[config.mk]
export PLATFORM = sky130hd
export DESIGN_NAME = wb_slave_adapter
export DESIGN_NICKNAME = d
export VERILOG_FILES = /design/src/rtl/wb_adapter_pkg.sv /design/src/rtl/wb_slave_adapter.sv
export SDC_FILE = /design/constraint.sdc
export NUM_CORES = 1
export LEC_CHECK = 0
export BUFFER_PORTS_ARGS = -buffer_cell sky130_fd_sc_hd__buf_4
export CORE_MARGIN = 2
export CORE_UTILIZATION = 25
export CTS_CLUSTER_SIZE = 14
export DETAILED_ROUTE_END_ITERATION = 16
export HOLD_SLACK_MARGIN = 0.08
export SLEW_MARGIN = 20
export SYNTH_ARGS = -nofsm -noshare
export SYNTH_HDL_FRONTEND = slang
export SYNTH_SLANG_ARGS = --single-unit
export TNS_END_PERCENT = 10
[constraint.sdc]
create_clock -name wb_clk_i -period 2.8 [get_ports wb_clk_i]
set_clock_uncertainty 0.15 [all_clocks]
set_input_delay 0.28 -clock wb_clk_i [delete_from_list [all_inputs] [get_ports wb_clk_i]]
set_output_delay 0.28 -clock wb_clk_i [all_outputs]
set_load 0.03 [all_outputs]
[src/rtl/wb_adapter_pkg.sv]
// wb_adapter_pkg: shared FSM type, counter width and parameter checks for wb_slave_adapter.
package wb_adapter_pkg;
  localparam int TIMEOUT_W = 8;
  typedef enum logic [1:0] {
    IDLE  = 2'd0,
    REQ   = 2'd1,
    RESP  = 2'd2,
    ABORT = 2'd3
  } state_e;
  function automatic bit dw_legal(input int dw);
    return dw == 8 || dw == 16 || dw == 32;
  endfunction
endpackage

[src/rtl/wb_slave_adapter.sv]
// wb_slave_adapter: Wishbone B4 slave front-end turning WB cycles into a req/rdy register access,
// with classic/pipelined modes, byte enables, abort on cyc drop and a request timeout.
module wb_slave_adapter
  import wb_adapter_pkg::*;
#(
  parameter int AW        = 3,
  parameter int DW        = 8,
  parameter int PIPELINED = 0,
  parameter int TIMEOUT   = 16
) (
  input  logic            wb_clk_i,
  input  logic            wb_rst_i,
  input  logic [AW-1:0]   wb_adr_i,
  input  logic [DW-1:0]   wb_dat_i,
  input  logic [DW/8-1:0] wb_sel_i,
  input  logic            wb_we_i,
  input  logic            wb_stb_i,
  input  logic            wb_cyc_i,
  output logic [DW-1:0]   wb_dat_o,
  output logic            wb_ack_o,
  output logic            wb_err_o,
  output logic            wb_stall_o,
  output logic            reg_req_o,
  output logic            reg_we_o,
  output logic [AW-1:0]   reg_addr_o,
  output logic [DW-1:0]   reg_wdata_o,
  output logic [DW/8-1:0] reg_be_o,
  input  logic            reg_rdy_i,
  input  logic [DW-1:0]   reg_rdata_i,
  input  logic            reg_err_i,
  output logic            busy_o
);
  localparam int SW = DW / 8;
  localparam logic [TIMEOUT_W-1:0] TO_LAST = TIMEOUT_W'(TIMEOUT - 1);

  if (!dw_legal(DW) || TIMEOUT < 0 || TIMEOUT > 255) begin : g_param_check
    $error("wb_slave_adapter: DW must be 8/16/32 and TIMEOUT 0..255");
  end

  state_e               state_q, state_d;
  logic [TIMEOUT_W-1:0] cnt_q, cnt_d;
  logic [AW-1:0]        addr_q, addr_d;
  logic [DW-1:0]        wdata_q, wdata_d, rdata_q, rdata_d;
  logic [SW-1:0]        be_q, be_d;
  logic                 we_q, we_d, err_q, err_d;
  logic                 accept, zero_sel, timed_out;

  assign accept    = wb_cyc_i & wb_stb_i;
  assign zero_sel  = wb_sel_i == '0;
  assign timed_out = (TIMEOUT != 0) && (cnt_q == TO_LAST);

  always_comb begin
    state_d = state_q;
    cnt_d   = cnt_q;
    addr_d  = addr_q;
    wdata_d = wdata_q;
    be_d    = be_q;
    we_d    = we_q;
    err_d   = err_q;
    rdata_d = rdata_q;
    case (state_q)
      IDLE: if (accept) begin
        addr_d  = wb_adr_i;
        wdata_d = wb_dat_i;
        we_d    = wb_we_i;
        be_d    = (!wb_we_i && zero_sel) ? '1 : wb_sel_i;
        err_d   = 1'b0;
        cnt_d   = '0;
        state_d = (wb_we_i && zero_sel) ? RESP : REQ;
      end
      REQ: begin
        cnt_d = cnt_q + TIMEOUT_W'(1);
        // a completion racing the cyc drop is simply discarded
        if (!wb_cyc_i) state_d = reg_rdy_i ? IDLE : ABORT;
        else if (reg_rdy_i) begin
          state_d = RESP;
          err_d   = reg_err_i;
          rdata_d = we_q ? rdata_q : reg_rdata_i;
        end else if (timed_out) begin
          state_d = RESP;
          err_d   = 1'b1;
        end
      end
      RESP:    state_d = IDLE;
      ABORT:   state_d = reg_rdy_i ? IDLE : ABORT;
      default: state_d = IDLE;
    endcase
  end

  always_ff @(posedge wb_clk_i or negedge wb_rst_i) begin
    if (!wb_rst_i) begin
      state_q <= IDLE;
      cnt_q   <= '0;
      addr_q  <= '0;
      wdata_q <= '0;
      be_q    <= '0;
      we_q    <= 1'b0;
      err_q   <= 1'b0;
      rdata_q <= '0;
    end else begin
      state_q <= state_d;
      cnt_q   <= cnt_d;
      addr_q  <= addr_d;
      wdata_q <= wdata_d;
      be_q    <= be_d;
      we_q    <= we_d;
      err_q   <= err_d;
      rdata_q <= rdata_d;
    end
  end

  assign wb_dat_o    = rdata_q;
  assign wb_ack_o    = (state_q == RESP) && !err_q && wb_cyc_i;
  assign wb_err_o    = (state_q == RESP) && err_q && wb_cyc_i;
  assign wb_stall_o  = (PIPELINED != 0) && (state_q != IDLE);
  assign reg_req_o   = (state_q == REQ) || (state_q == ABORT);
  assign reg_we_o    = we_q;
  assign reg_addr_o  = addr_q;
  assign reg_wdata_o = wdata_q;
  assign reg_be_o    = be_q;
  assign busy_o      = state_q != IDLE;
endmodule

* Word level (Yosys, flattened, before mapping)
Cells that the tools add are included.
** Storage, ports and cells
- Input port bits :: 27
- Register bits :: 32
- Word-level logic and storage cells :: 52
- Output and inout bits :: 26
** Cells by class
- Reduce and logical (&&, ||, !) cells :: 17
- Bitwise logic cells :: 3
- Multiplexer cells :: 15
- Equal/unequal tests :: 8
- Add/sub/neg operators :: 1
** Operators with widths (count)
- $pmux 8 s2 :: 1
- $mux 2 :: 6
- $add 8x1->8 const B :: 1
- $eq 8x4->1 const B :: 1
- $mux 8 :: 1
- $pmux 2 s4 :: 1
- $reduce_and 4->1 :: 2
- $logic_and 1x1->1 :: 6
- $reduce_and 2->1 :: 3
- $mux 1 :: 5
- $eq 2x2->1 const B :: 2
- $ne 2x2->1 const B :: 2
- $ne 4x4->1 const B :: 1
- $reduce_bool 2->1 :: 2
- $ne 3x3->1 const B :: 1
- $eq 2x1->1 const B :: 1
- $logic_not 1->1 :: 2
- $logic_not 2->1 :: 1
- $not 1->1 :: 2
- $pmux 1 s2 :: 1
- $and 1x1->1 :: 1
- $logic_or 1x1->1 :: 1

* Logic depth before layout (Yosys ltp)
- Depth after elaboration :: 5
- Gate-level depth with buffers :: 4

* Worst setup path after synthesis
Ideal clock, no wire load.
- Path type :: reg2out
- Start :: register state_q[0]
- End :: output port wb_err_o
- Path buffers :: 1
- Cell stages (with the launch flop) :: 3
- Data required time :: 2.370 ns
- Slack :: 1.079 ns
- Arrival :: 1.291 ns
- Path through :: dfrtp_1 -> buf_4 -> nor3b_1
** Between the ends
- Longest elaborated chain between the ends :: 3
** Ends and longest elaborated chain
- start, declared :: RTL line wb_slave_adapter.sv:40 : state_e state_q, state_d;
- start signal, assigned :: RTL line wb_slave_adapter.sv:101 : state_q <= state_d;
- $eq 2x2->1 :: RTL line wb_slave_adapter.sv:114 : assign wb_err_o = (state_q == RESP) && err_q && wb_cyc_i;
- $logic_and 1x1->1 (2 in a row) :: RTL line wb_slave_adapter.sv:114
- end, declared :: RTL line wb_slave_adapter.sv:21 : output logic wb_err_o,
No other way between the ends.

* Worst setup path in the final report
- Start :: register cnt_q[1]
- End :: register state_q[1]
** Between the ends
- Longest elaborated chain between the ends :: 3
** Ends and longest elaborated chain
- start, declared :: RTL line wb_slave_adapter.sv:41 : logic [TIMEOUT_W-1:0] cnt_q, cnt_d;
- start signal, assigned :: RTL line wb_slave_adapter.sv:102 : cnt_q <= cnt_d;
- $eq 8x4->1 :: RTL line wb_slave_adapter.sv:50 : assign timed_out = (TIMEOUT != 0) && (cnt_q == TO_LAST);
- $ne 4x4->1 (no source line)
- $reduce_and 2->1 (no source line)
No other way between the ends.
A chain may end at the register's enable or synchronous reset.

==> reports/results.md <==
| Group | Quantity | This run |
| --- | --- | --- |
| yosys | Synth warn | 0 |
| yosys | Number of flops mapped to enable cells by yosys | 0 |
| timing | Final worst path period share | 62.0% |
| power | Share of total power in the clock network | 18.8% |
| routing | Vias post-DR | 1,223 |
| global route | Maximum number of pins on one net before global-route repair | 33 |
| cts | CTS H-Tree Depth | 2 |
| placed design | HPWL after detailed placement | 2.23 mm |
| job | Max capacitance violation total | 0 |
| yosys | Gate Count Post-Synth | 138 |
| routing | Detail Route Antenna Nets | 0 |
| setup path | Max stage delay on crit path | 420 ps |
| timing | Fmax | 0.576 GHz |
| floorplanning | Row count | 27 |
| final layout | Count of inserted antenna diode cells | 0 |
| power | Max VDD drop | 0.500 mV |
| final layout | Area added between synthesis and finish | 52.8% |
| floorplanning | Height of the chip | 80.4 um |
| power | Cell internal pwr | 1.38 mW |
| cts | Clock buffers created by TritonCTS | 5 |
| timing | Total negative slack | 0 ps |
| cts | Clock tree root driver cell | sky130_fd_sc_hd__clkbuf_8 |
| yosys | Proportion of synthesized chip area in sequential cells | 54.9% |
| timing | Clock period minus worst slack | 1740 ps |
| placed design | Number of buffers inserted by port buffering | 51 |
| final layout | Net count of the finished layout | 240 |
| cts | Max Buffers Root-to-Sink | 2 |
| yosys | Count of cell types in the netlist | 35 |
| power | P_sw | 0.951 mW |
| global route | Via count of the first global-routing pass | 1,225 |
| timing | Setup repair after global routing missed its margin | no |
| cts | Number of resized instances in the post-cts repair step | 0 |
| floorplanning | Die width | 80.4 um |
| floorplanning | Initial core utilization | 26.2% |
| cts | Worst-path clk slew | 70 ps |
| cts | CTS tree | built |
| cts | Number of buffers added for setup after CTS | 0 |
| worst hold path | Instance count along the most critical hold path | 2 |
| setup path | Data arrival time at the worst-slack endpoint | 1720 ps |
| power | Power density normalized to cell area | 1050 nW/um^2 |
| yosys | Average instance area after synthesis | 10.6 um^2 |
| yosys | Cell Area, Synth | 1460 um^2 |
| setup path | Worst setup path class | reg2reg |
| setup path | Worst r2r path cells | 4 |
| yosys | Total of flip-flops plus latches after synthesis | 32 |
| timing | Number of setup violations in the final report | 0 |
| power | Sw frac | 40.8% |
| final layout | Share of final-layout standard cells stronger than drive strength 1 | 34.3% |
| setup path | Critical-path cell list | ha_1 > and3_1 > a211oi_1 > a221oi_1 |
| timing | Number of hold violations in the final report | 0 |
| routing | Average detailed-routed wire length per instance | 11.7 um |
| global route | First-pass GRT wire length | 5.67 mm |
| setup path | Slowest stage cell, crit path | sky130_fd_sc_hd__dfrtp_1 |
| routing | Initial detailed-routing violation count | 21 |
| global route | Grt total ovfl | 0 |
| floorplanning | Core area | 5570 um^2 |
| power | P_leak | 1.13 nW |
| placed design | Final estimated routing congestion in global placement | 0.862 |
| routing | Post-detailed-routing wire length | 3.33 mm |
| power | Relative contribution of combinational cells to total power | 46.6% |
| yosys | Synth Net Count | 166 |
| final layout | Filler cells | 568 |
| global route | Total Routing Usage GR | 11.3% |
| setup path | Maximum fanout along the worst path | 5 |
| floorplanning | Number of ports placed on the die boundary | 53 |
| run status | Outcome | finished clean |
| routing | Detailed-route DRC error count | 0 |
| routing | 1st-pass router iterations | 3 |
| final layout | Post-layout utilization of the core | 40.0% |
| setup path | Data required time of the critical path | 2790 ps |
| routing | Drt via density | 4.29 |
| yosys | Fraction of registers with async set/reset | 100% |
| yosys | Flip-flop cell with the highest count after synthesis | sky130_fd_sc_hd__dfrtp_1 |
| cts | Number of sinks handled by clock tree synthesis | 32 |
| setup path | Category of the worst setup path capture point | flop |
| setup path | Type of origin of the critical path | flop |
| cts | Clock latency of the later-clocked register in the worst-skew pair | 280 ps |
| power | Share of power burned in registers | 34.5% |
| global route | Initial antenna violation count | 0 |
| worst hold path | Path class of the lowest-slack min-delay path | in2reg |
| floorplanning | Die Outline Area | 6460 um^2 |
| timing | Count of final max-slew check failures | 0 |
-- cell families (layout without fill, tap and decap cells) --
kind of cell	after synthesis	in the layout	synth area share (%)
AND/OR/NAND/NOR	70	70	24.6
flip-flops	32	32	54.9
multiplexers	15	15	11.1
AO/OA/AOI/OAI	12	12	5.75
buffers and inverters	7	82	2.49
adder cells (fa/ha/maj)	1	1	0.858
other	1	1	0.257
-- registers in the layout, indices dropped and copies added, names as in the netlist --
signal,count
state_q,2
err_q,1
cnt_q,8
reg_we_o,1
reg_wdata_o,8
wb_dat_o,8
reg_addr_o,3
reg_be_o,1
-- cell usage after synthesis (all sizes together) (2+ instances only) --
| cell type | number | share of area (%) |
|---|---|---|
| clkbuf | 2 | 0.52 |
| o2bb2ai | 2 | 1.2 |
| nand2b | 3 | 1.3 |
| nor2b | 2 | 0.86 |
| nand4 | 3 | 1.3 |
| nand2 | 46 | 12 |
| and2b | 2 | 1.1 |
| dfrtp | 32 | 55 |
| and3 | 2 | 0.86 |
| mux2 | 9 | 7.0 |
| nand3 | 2 | 0.69 |
| o21ai | 4 | 1.4 |
| mux2i | 6 | 4.1 |
| buf | 4 | 1.7 |
-- final cells by class --
cell class	instances	area, um^2	area share [%]
Sequential cell	32	801	36.0
Multi-Input combinational cell	99	621	27.9
Timing Repair Buffer	73	601	27.0
Tap cell	72	90.1	4.04
Clock buffer	5	68.8	3.09
Clock inverter	3	42.5	1.91
Inverter	1	3.75	0.169
-- cells in the final DEF, fill, tap and decap left out, types with 2 or more instances in the layout --
master and instances:
sky130_fd_sc_hd__buf_4 52, sky130_fd_sc_hd__nand2_1 46, sky130_fd_sc_hd__dfrtp_1 32, sky130_fd_sc_hd__dlygate4sd3_1 21
sky130_fd_sc_hd__mux2_2 9, sky130_fd_sc_hd__mux2i_1 6, sky130_fd_sc_hd__clkbuf_8 5, sky130_fd_sc_hd__o21ai_0 4
sky130_fd_sc_hd__nand2b_1 3, sky130_fd_sc_hd__nand4_1 3, sky130_fd_sc_hd__nor2b_1 2, sky130_fd_sc_hd__and3_1 2
sky130_fd_sc_hd__o2bb2ai_1 2, sky130_fd_sc_hd__nand3_1 2
-- final timing paths --
check	start	to	slack [ps]
setup / recovery	cnt_q[1]$_DFFE_PN0P_	state_q[1]$_DFFE_PN0P_	1060
setup reg to reg	cnt_q[1]$_DFFE_PN0P_	state_q[1]$_DFFE_PN0P_	1060
max in group asynchronous	wb_rst_i	wb_dat_o[7]$_DFFE_PN0P_	1870
hold reg to reg	reg_wdata_o[7]$_DFFE_PN0P_	reg_wdata_o[7]$_DFFE_PN0P_	330
hold / removal	wb_cyc_i	state_q[1]$_DFFE_PN0P_	110
min in group asynchronous	wb_rst_i	reg_wdata_o[0]$_DFFE_PN0P_	330
-- worst max-delay path: cells and delay by family (launching register included) --
family | cells | cell delay, ps
and+or+nand+nor | 1 | 220
DFF | 1 | 420
AOI/OAI and AO/OA | 2 | 560
adders and majority gates | 1 | 240
-- per-layer routing --
metal | vias up | track usage (%) | wire, um
met5 | - | 0 | 0
met1 | 568 | 13.9 | 1510
met3 | 4 | 4.16 | 215
li1 | 615 | - | -
met2 | 36 | 18.9 | 1580
met4 | 0 | 2.54 | 23
-- power groups by stage --
stage	registers, mW	logic, mW	clock network [mW]
4_1_cts	0.807	1.10	0.451
5_1_grt	0.838	1.17	0.484
3_5_place_dp	0.810	1.08	0
3_3_place_gp	0.811	1.07	0
2_1_floorplan	1.09	0.408	0
6_report	0.805	1.09	0.439
-- timing repair --
action / CTS / global route
endpoints found under the setup margin: 0 / 0
hold buffers: 21 / 0
hold endpoints to repair: 52 / 0
-- through the flow --
stage | instance area [um^2] | hold slack [ps] | power (mW) | std cells | setup WS, ps
after floorplan | 1460 | -166 | 1.49 | 138 | 1080
after global placement | 1910 | 105 | 1.88 | 256 | 1110
after detailed placement | 1910 | 107 | 1.89 | 256 | 1080
after CTS | 2230 | 96.3 | 2.35 | 285 | 1050
after global routing | 2230 | 114 | 2.50 | 285 | 950
final | 2230 | 106 | 2.33 | 285 | 1060
No activity file was read; power rests on OpenSTA's default activity.
